File: src/rtl/tetris_pkg.sv
// Shared definitions for the tetris movement path:
// move intent encodings and the arbiter state encoding.
package tetris_pkg;

    localparam logic [1:0] INTENT_DOWN  = 2'b00;
    localparam logic [1:0] INTENT_LEFT  = 2'b01;
    localparam logic [1:0] INTENT_RIGHT = 2'b10;
    localparam logic [1:0] INTENT_ROT   = 2'b11;

    typedef enum logic [1:0] {
        IDLE = 2'b00,
        REQ  = 2'b01,
        GAP  = 2'b10
    } move_state_e;

    function automatic logic [1:0] lr_intent(input logic pick_right);
        return pick_right ? INTENT_RIGHT : INTENT_LEFT;
    endfunction

endpackage

File: src/rtl/button_conditioner.sv
// Raw button to event pulse: 2-flop synchroniser, debounce,
// rising-edge detect and optional hold-to-repeat.
module button_conditioner #(
    parameter int DEBOUNCE_CYCLES = 250000,
    parameter bit REPEAT_EN       = 1'b0,
    parameter int REPEAT_DELAY    = 6000000,
    parameter int REPEAT_RATE     = 2000000
) (
    input  logic clk,
    input  logic rst,
    input  logic butt,
    output logic event_o
);

    localparam int DW   = $clog2(DEBOUNCE_CYCLES + 1);
    localparam int RMAX = (REPEAT_DELAY > REPEAT_RATE) ? REPEAT_DELAY : REPEAT_RATE;
    localparam int RW   = $clog2(RMAX + 1);

    logic          sync1_q, sync1_d;
    logic          sync2_q, sync2_d;
    logic          db_q, db_d;
    logic [DW-1:0] db_cnt_q, db_cnt_d;
    logic [RW-1:0] rep_cnt_q, rep_cnt_d;
    logic          rep_phase_q, rep_phase_d;
    logic          event_q, event_d;
    logic          rise;
    logic          rep_fire;

    always_comb begin
        sync1_d     = butt;
        sync2_d     = sync1_q;
        db_d        = db_q;
        db_cnt_d    = '0;
        rep_cnt_d   = '0;
        rep_phase_d = 1'b0;
        rep_fire    = 1'b0;
        // Any return to the accepted level restarts the stability count.
        if (sync2_q != db_q) begin
            if (db_cnt_q == DW'(DEBOUNCE_CYCLES - 1)) begin
                db_d = sync2_q;
            end else begin
                db_cnt_d = db_cnt_q + 1'b1;
            end
        end
        rise = db_d & ~db_q;
        if (REPEAT_EN && db_q) begin
            rep_phase_d = rep_phase_q;
            rep_cnt_d   = rep_cnt_q + 1'b1;
            if (rep_cnt_q == (rep_phase_q ? RW'(REPEAT_RATE - 1)
                                          : RW'(REPEAT_DELAY - 1))) begin
                rep_fire    = 1'b1;
                rep_cnt_d   = '0;
                rep_phase_d = 1'b1;
            end
        end
        event_d = rise | rep_fire;
    end

    always_ff @(posedge clk or posedge rst) begin
        if (rst) begin
            sync1_q     <= 1'b0;
            sync2_q     <= 1'b0;
            db_q        <= 1'b0;
            db_cnt_q    <= '0;
            rep_cnt_q   <= '0;
            rep_phase_q <= 1'b0;
            event_q     <= 1'b0;
        end else begin
            sync1_q     <= sync1_d;
            sync2_q     <= sync2_d;
            db_q        <= db_d;
            db_cnt_q    <= db_cnt_d;
            rep_cnt_q   <= rep_cnt_d;
            rep_phase_q <= rep_phase_d;
            event_q     <= event_d;
        end
    end

    assign event_o = event_q;

endmodule

File: src/rtl/move_arbiter.sv
// Shares the single movement handshake between gravity and three buttons,
// one request in flight, fixed priority with left/right alternation.
module move_arbiter
    import tetris_pkg::*;
#(
    parameter int DEBOUNCE_CYCLES = 250000,
    parameter int REPEAT_DELAY    = 6000000,
    parameter int REPEAT_RATE     = 2000000,
    parameter int ACK_TIMEOUT     = 1024
) (
    input  logic       clk_25_175,
    input  logic       reset,
    input  logic       gametick,
    input  logic       buttL,
    input  logic       buttT,
    input  logic       buttR,
    input  logic       movement_commit,
    input  logic       movement_declined,
    output logic       movement_request,
    output logic [1:0] movement_intent,
    output logic       timeout_pulse,
    output logic       tick_overrun
);

    localparam int AW = $clog2(ACK_TIMEOUT + 1);

    logic ev_left, ev_right, ev_rot;

    button_conditioner #(
        .DEBOUNCE_CYCLES(DEBOUNCE_CYCLES), .REPEAT_EN(1'b1),
        .REPEAT_DELAY(REPEAT_DELAY), .REPEAT_RATE(REPEAT_RATE)
    ) u_left (.clk(clk_25_175), .rst(reset), .butt(buttL), .event_o(ev_left));

    button_conditioner #(
        .DEBOUNCE_CYCLES(DEBOUNCE_CYCLES), .REPEAT_EN(1'b1),
        .REPEAT_DELAY(REPEAT_DELAY), .REPEAT_RATE(REPEAT_RATE)
    ) u_right (.clk(clk_25_175), .rst(reset), .butt(buttR), .event_o(ev_right));

    button_conditioner #(
        .DEBOUNCE_CYCLES(DEBOUNCE_CYCLES), .REPEAT_EN(1'b0),
        .REPEAT_DELAY(REPEAT_DELAY), .REPEAT_RATE(REPEAT_RATE)
    ) u_rot (.clk(clk_25_175), .rst(reset), .butt(buttT), .event_o(ev_rot));

    move_state_e   state_q, state_d;
    logic          pend_down_q, pend_down_d;
    logic          pend_rot_q, pend_rot_d;
    logic          pend_left_q, pend_left_d;
    logic          pend_right_q, pend_right_d;
    logic          rr_q, rr_d;
    logic [1:0]    intent_q, intent_d;
    logic          req_q, req_d;
    logic          tout_q, tout_d;
    logic          ovr_q, ovr_d;
    logic [AW-1:0] wait_q, wait_d;
    logic          clr_down, clr_rot, clr_left, clr_right;
    logic          pick_right;

    always_comb begin
        state_d    = state_q;
        intent_d   = intent_q;
        req_d      = req_q;
        tout_d     = 1'b0;
        rr_d       = rr_q;
        wait_d     = wait_q;
        clr_down   = 1'b0;
        clr_rot    = 1'b0;
        clr_left   = 1'b0;
        clr_right  = 1'b0;
        pick_right = 1'b0;
        unique case (state_q)
            IDLE: begin
                if (pend_down_q) begin
                    intent_d = INTENT_DOWN;
                    clr_down = 1'b1;
                end else if (pend_rot_q) begin
                    intent_d = INTENT_ROT;
                    clr_rot  = 1'b1;
                end else if (pend_left_q || pend_right_q) begin
                    pick_right = pend_right_q && (!pend_left_q || rr_q);
                    intent_d   = lr_intent(pick_right);
                    clr_left   = !pick_right;
                    clr_right  = pick_right;
                    rr_d       = ~rr_q;
                end
                if (pend_down_q || pend_rot_q || pend_left_q || pend_right_q) begin
                    req_d   = 1'b1;
                    wait_d  = '0;
                    state_d = REQ;
                end
            end
            REQ: begin
                if (movement_commit || movement_declined) begin
                    req_d   = 1'b0;
                    state_d = GAP;
                end else if (wait_q == AW'(ACK_TIMEOUT - 1)) begin
                    req_d   = 1'b0;
                    tout_d  = 1'b1;
                    state_d = GAP;
                end else begin
                    wait_d = wait_q + 1'b1;
                end
            end
            GAP: state_d = IDLE;
            default: state_d = IDLE;
        endcase
        // A new event in the issuing cycle wins over the clear.
        pend_down_d  = gametick | (pend_down_q & ~clr_down);
        pend_rot_d   = ev_rot   | (pend_rot_q & ~clr_rot);
        pend_left_d  = ev_left  | (pend_left_q & ~clr_left);
        pend_right_d = ev_right | (pend_right_q & ~clr_right);
        ovr_d        = ovr_q | (gametick & pend_down_q & ~clr_down);
    end

    always_ff @(posedge clk_25_175 or posedge reset) begin
        if (reset) begin
            state_q      <= IDLE;
            pend_down_q  <= 1'b0;
            pend_rot_q   <= 1'b0;
            pend_left_q  <= 1'b0;
            pend_right_q <= 1'b0;
            rr_q         <= 1'b0;
            intent_q     <= INTENT_DOWN;
            req_q        <= 1'b0;
            tout_q       <= 1'b0;
            ovr_q        <= 1'b0;
            wait_q       <= '0;
        end else begin
            state_q      <= state_d;
            pend_down_q  <= pend_down_d;
            pend_rot_q   <= pend_rot_d;
            pend_left_q  <= pend_left_d;
            pend_right_q <= pend_right_d;
            rr_q         <= rr_d;
            intent_q     <= intent_d;
            req_q        <= req_d;
            tout_q       <= tout_d;
            ovr_q        <= ovr_d;
            wait_q       <= wait_d;
        end
    end

    assign movement_request = req_q;
    assign movement_intent  = intent_q;
    assign timeout_pulse    = tout_q;
    assign tick_overrun     = ovr_q;

endmodule

File: config.mk
export PLATFORM = sky130hd
export DESIGN_NAME = move_arbiter
export DESIGN_NICKNAME = d
export VERILOG_FILES = /design/src/rtl/tetris_pkg.sv /design/src/rtl/button_conditioner.sv /design/src/rtl/move_arbiter.sv
export SDC_FILE = /design/constraint.sdc
export NUM_CORES = 1
export LEC_CHECK = 0
export CAP_MARGIN = 25
export CORE_MARGIN = 3
export CORE_UTILIZATION = 40
export CTS_CLUSTER_DIAMETER = 50
export CTS_CLUSTER_SIZE = 25
export DETAILED_ROUTE_END_ITERATION = 8
export DONT_BUFFER_PORTS = 1
export SLEW_MARGIN = 20
export SYNTH_ARGS = -nofsm -noshare
export SYNTH_HDL_FRONTEND = slang
export SYNTH_SLANG_ARGS = --single-unit
File: constraint.sdc
create_clock -name clk_25_175 -period 8.1 [get_ports clk_25_175]
set_input_delay 0.81 -clock clk_25_175 [delete_from_list [all_inputs] [get_ports clk_25_175]]
set_output_delay 0.81 -clock clk_25_175 [all_outputs]
set_load 0.01 [all_outputs]
# Word level (Yosys, flattened, before mapping)
# Cells that the tools add are included.
# totals
ff_bits	137
wordCells	153
# op_classes
n_addsub	6
eq_ne	16
n_mux	58
bitwise_logic	26
reduce_logical	17
# ops
operator	n
two-way mux 23 bit	6
two-way mux 18 bit	6
adder 18 x 1 -> 18 bit, second input constant	3
equality test 18 bit, second input constant	3
adder 23 x 1 -> 23 bit, second input constant	2
equality test 23 bit	2
two-way mux 1 bit	33
two-way mux 11 bit	3
case mux 11 bit (2 select lines)	1
two-way mux 2 bit	7
adder 11 x 1 -> 11 bit, second input constant	1
equality test 11 x 10 -> 1 bit, second input constant	1
inequality test 2 bit, second input constant	5
inverter 1 bit	10
bitwise AND 1 bit	9
AND reduction 4 bit	2
OR 1 bit	7
logical OR 1 bit	6
case mux 2 bit (2 select lines)	1
AND reduction 2 bit	2
inequality test 1 bit	3
inequality test 3 bit, second input constant	1
AND reduction 3 bit	1
nonzero test 3 bit	1
6 further kinds	7

# Depth between registers and ports, before layout
# depth
ltp_word	11
depth_mapped	7

# Cells and area by module
# A second synthesis with hierarchy kept.
# hier_totals
hier_cells	683
hier_area_um2	6900.4
# modules_own_cells
module	instances	cells_per_inst	area_per_inst_um2	seq_area_each_um2
button_conditioner at u_left	1	232	2374.8	1151.1
button_conditioner at u_right	1	232	2301.0	1151.1
move_arbiter	1	119	1176.1	575.6
button_conditioner at u_rot	1	100	1048.5	550.5

# Least setup slack after synthesis
# Ideal clock, no wire load.
# synth_path
path_type	input -> register
from	in movement_declined
to	reg wait_q[3]
setup_ns	0.137
arrival_time_ns	2.119
path_slack_ns	5.844
path_stages	5
n_path_buf	1
cell_sequence	or4b_1 a31oi_2 nand2b_1 buf_2 a31oi_1
# synth_between
elab_chain_cells	3
# synth_rtl
item	line_no	rtl
start, declared	move_arbiter.sv:18	input logic movement_declined,
logical OR 1 bit	move_arbiter.sv:92	if (movement_commit || movement_declined) begin
inequality test 2 bit (no source line)	-	
AND reduction 4 bit (no source line)	-	
end signal, assigned	move_arbiter.sv:138	wait_q <= wait_d;
end, declared	move_arbiter.sv:54	logic [AW-1:0] wait_q, wait_d;
# Every way passes these cells.
# A chain may end at the register's enable or synchronous reset.

# Final worst setup path
# layout_path
from	reg u_left.db_cnt_q[10]
to	reg u_left.db_cnt_q[7]
# layout_between
elab_chain_cells	3
# layout_rtl
item	line_no	rtl
start, declared	button_conditioner.sv:22	logic [DW-1:0] db_cnt_q, db_cnt_d;
start signal, assigned	button_conditioner.sv:72	db_cnt_q <= db_cnt_d;
equality test 18 bit	button_conditioner.sv:39	if (db_cnt_q == DW'(DEBOUNCE_CYCLES - 1)) begin
two-way mux 18 bit	button_conditioner.sv:39	
two-way mux 18 bit	button_conditioner.sv:38	if (sync2_q != db_q) begin
net u_left.db_cnt_d[7]	button_conditioner.sv:22	
# The timed path passes the listed nets, and every way through them passes these cells.

==> key figures <==
Outcome
  • Status: finished, final reports clean

Final layout
  • Antenna diode count: 0
  • Core Util, Final: 0.469
  • Non-Filler Instances: 909
  • Layout cell share with drive strength beyond 1: 0.0750
  • Cell area after layout: 7560 um2
  • Most frequent cells in the layout: dfrtp_1 (137), nor2_1 (78), nand2_1 (50)
  • Area grow syn2layout: 13.5%
  • Number of nets in the layout: 694
  • Most common cell after layout, fill and taps aside: dfrtp_1

Worst setup path
  • CP max stage delay: 920 ps
  • CP max FO: 17
  • Reg-to-Reg Start: u_left.db_cnt_q[10]$_DFF_PP0_
  • Setup crit start: u_left.db_cnt_q[10]$_DFF_PP0_
  • Crit-path cells: nor4_1 -> nand2_1 -> o41ai_4 -> nor2_1
  • Setup crit start kind: flop
  • Critical Path RT: 8350 ps
  • Setup CP Type: flop to flop
  • Setup crit end kind: flop
  • CP max-delay cell: o41ai_4
  • CP arrival: 2620 ps

STA
  • Final Hold Viols: 0
  • Hold Slack: 341 ps
  • Setup TNS: 0 ps
  • RSZ-0062 raised after global routing: no
  • Tmin final: 2370 ps
  • Final worst-path cycle share: 0.293
  • Setup ws final: 5730 ps
  • Slew headroom: 0.376
  • Final slew viol count: 0
  • Final setup viols: 0
  • Slew at the pin closest to its max-slew limit: 932 ps
  • Skew final: 4.39 ps
  • Fmax: 422 MHz

Floorplan
  • Rows: 46
  • Die Y: 135 um
  • Die Width: 135 um
  • IO Pins: 13
  • Core area: 16,100 um2
  • DIE AREA: 18,200 um2
  • Initial core utilization: 0.413

Detailed routing
  • Vias per cell: 5.50
  • Total wire length: 12.8 mm
  • WL per Instance: 14.1 um
  • DRC: 0
  • Pre-antenna DRT Iters: 6
  • Routed via count: 4,995
  • DR iter-0 viols: 204
  • DRT antenna net count: 0

Power
  • Power per cell area: 220 nW/um2
  • Sw frac: 0.224
  • Peak supply drop: 0.162 mV
  • Sequential share of power: 0.437
  • Clock share of power: 0.507
  • Total chip power: 1.67 mW
  • Switch Pwr: 0.373 mW
  • Comb power frac: 0.056
  • Int Pwr: 1.29 mW
  • P_leak: 3.00 nW

Placed design
  • Placed cell areas: 6910 um2
  • Cells after DPL: 877
  • HPWL Detailed: 8.51 mm
  • Buffers added on ports: 0
  • Pre-CTS setup slack: 5550 ps
  • Placer Congestion: 0.792

Synth
  • Area contributors post-synth: dfrtp_1 (51%), nor2_1 (4.4%), xnor2_1 (4.3%), xor2_1 (3.9%), nand3_1 (3.2%)
  • Syn_nets: 689
  • Proportion of netlist area held by the largest area contributor: 0.515
  • Synth Area in Compound Gates: 0.104
  • Largest family of logic cells by synthesized area: simple AND/OR/NAND/NOR gates
  • Synth Flop Type: dfrtp_1
  • Synth Instances: 675
  • Average size of a mapped cell: 9.87 um2
  • Sequential area share after synthesis: 0.515
  • Simple-gate share of the synthesized area: 0.259
  • Synth Area in XOR/XNOR: 0.0828
  • Post-Syn Area: 6660 um2
  • Area leader, netlist: dfrtp_1
  • Post-synth EDFFs: 0
  • Mux contribution to synthesized area: 0.00469
  • Synth unique cells: 53
  • Fraction of registers with async set or reset after synthesis: 1.00
  • Adder-Cell Fraction of Synth Area: 0.0113
  • FF+latch count, synth: 137
  • Ys Warns: 0

GRT
  • GRT overflow: 0
  • Pin count of the biggest net entering global routing: 71
  • First-pass GRT wire length: 22.7 mm
  • Initial antenna violation count: 0
  • Total track usage: 0.151
  • Vias in the first global route: 4,868

Clock network
  • Root buf cell: clkbuf_16
  • TritonCTS Buffers: 17
  • CTS tree: done
  • Hold-fix buffers, CTS: 0
  • Num Clock Sinks: 137
  • Clock buffer depth: 2
  • CTS clk-pin slew, worst paths: 60 ps
  • H-Tree Depth: 4
  • Clock Latency Late Sink: 410 ps
  • CTS resizes: 0
  • Setup bufs post-CTS: 0

Worst hold path
  • HP Class: input pin to asynchronous set/reset pin

Run
  • Max_cap viols: 0
==> worst max-delay path: cells and delay by family (launching register included) <==
kind            cells  cell delay, ps
compound gates      1             920
simple gates        3             870
flops               1             430
==> kinds of logic after synthesis <==
kind of cell | count (synthesis)
compound gates | 108
xor+xnor | 63
fa+ha+maj | 6
buf+inv | 39
flops | 137
mux | 3
simple gates | 319
==> cells in the mapped netlist (all sizes together) (10+ instances only) <==
master	instances
o21ai	25
nor3	10
inv	21
and3	10
dfrtp	137
nor4	14
nor2	78
or3	19
and4	13
a21oi	39
o31ai	16
or4	15
nand2	50
xnor2	33
xor2	30
nand4	31
nand3	42
==> sequential cells by signal, summed over array words and instances, names as in the netlist, 2 cells and up <==
| register | flops |
|---|---|
| u_right.rep_cnt_q | 23 |
| state_q | 2 |
| movement_intent | 2 |
| u_left.db_cnt_q | 18 |
| wait_q | 11 |
| u_rot.db_cnt_q | 18 |
| u_right.db_cnt_q | 18 |
| u_left.rep_cnt_q | 23 |
==> layout make-up <==
class / instances / area, um2
tap: 216 / 270
sequential: 137 / 3430
fill: 1519 / 8550
clock buffer: 19 / 453
inverter: 21 / 83.8
timing repair buffer: 4 / 33.8
clock inverter: 13 / 199
multi-input combinational: 499 / 3090
==> power by group through the flow <==
stage / clock, mW / combinational [mW] / sequential [mW]
floorplan: 0 / 0.0769 / 0.733
global placement: 0 / 0.0913 / 0.739
detailed placement: 0 / 0.0950 / 0.740
CTS: 0.867 / 0.0959 / 0.728
global route: 0.897 / 0.109 / 0.732
finish: 0.844 / 0.0934 / 0.729
==> per-layer routing <==
| layer | global-route usage | routed length, um |
|---|---|---|
| met5 | 0 | 0 |
| met4 | 0.0526 | 190 |
| met3 | 0.0387 | 394 |
| met2 | 0.243 | 6070 |
| met1 | 0.200 | 6120 |
==> worst paths after layout <==
| check | endpoint | slack [ps] | depth (start not counted) |
|---|---|---|---|
| worst max register to register | u_left.db_cnt_q[7]$_DFF_PP0_ | 5730 | 4 |
| worst max-delay path | u_left.db_cnt_q[7]$_DFF_PP0_ | 5730 | 4 |
| max in group asynchronous | u_left.db_cnt_q[13]$_DFF_PP0_ | 6470 | 2 |
| worst min-delay path | u_right.db_cnt_q[2]$_DFF_PP0_ | 340 | 1 |
| worst min register to register | u_right.sync2_q$_DFF_PP0_ | 350 | 0 |
| min in group clk_25_175 | u_right.sync2_q$_DFF_PP0_ | 350 | 0 |
No activity file was read; power rests on OpenSTA's default activity.
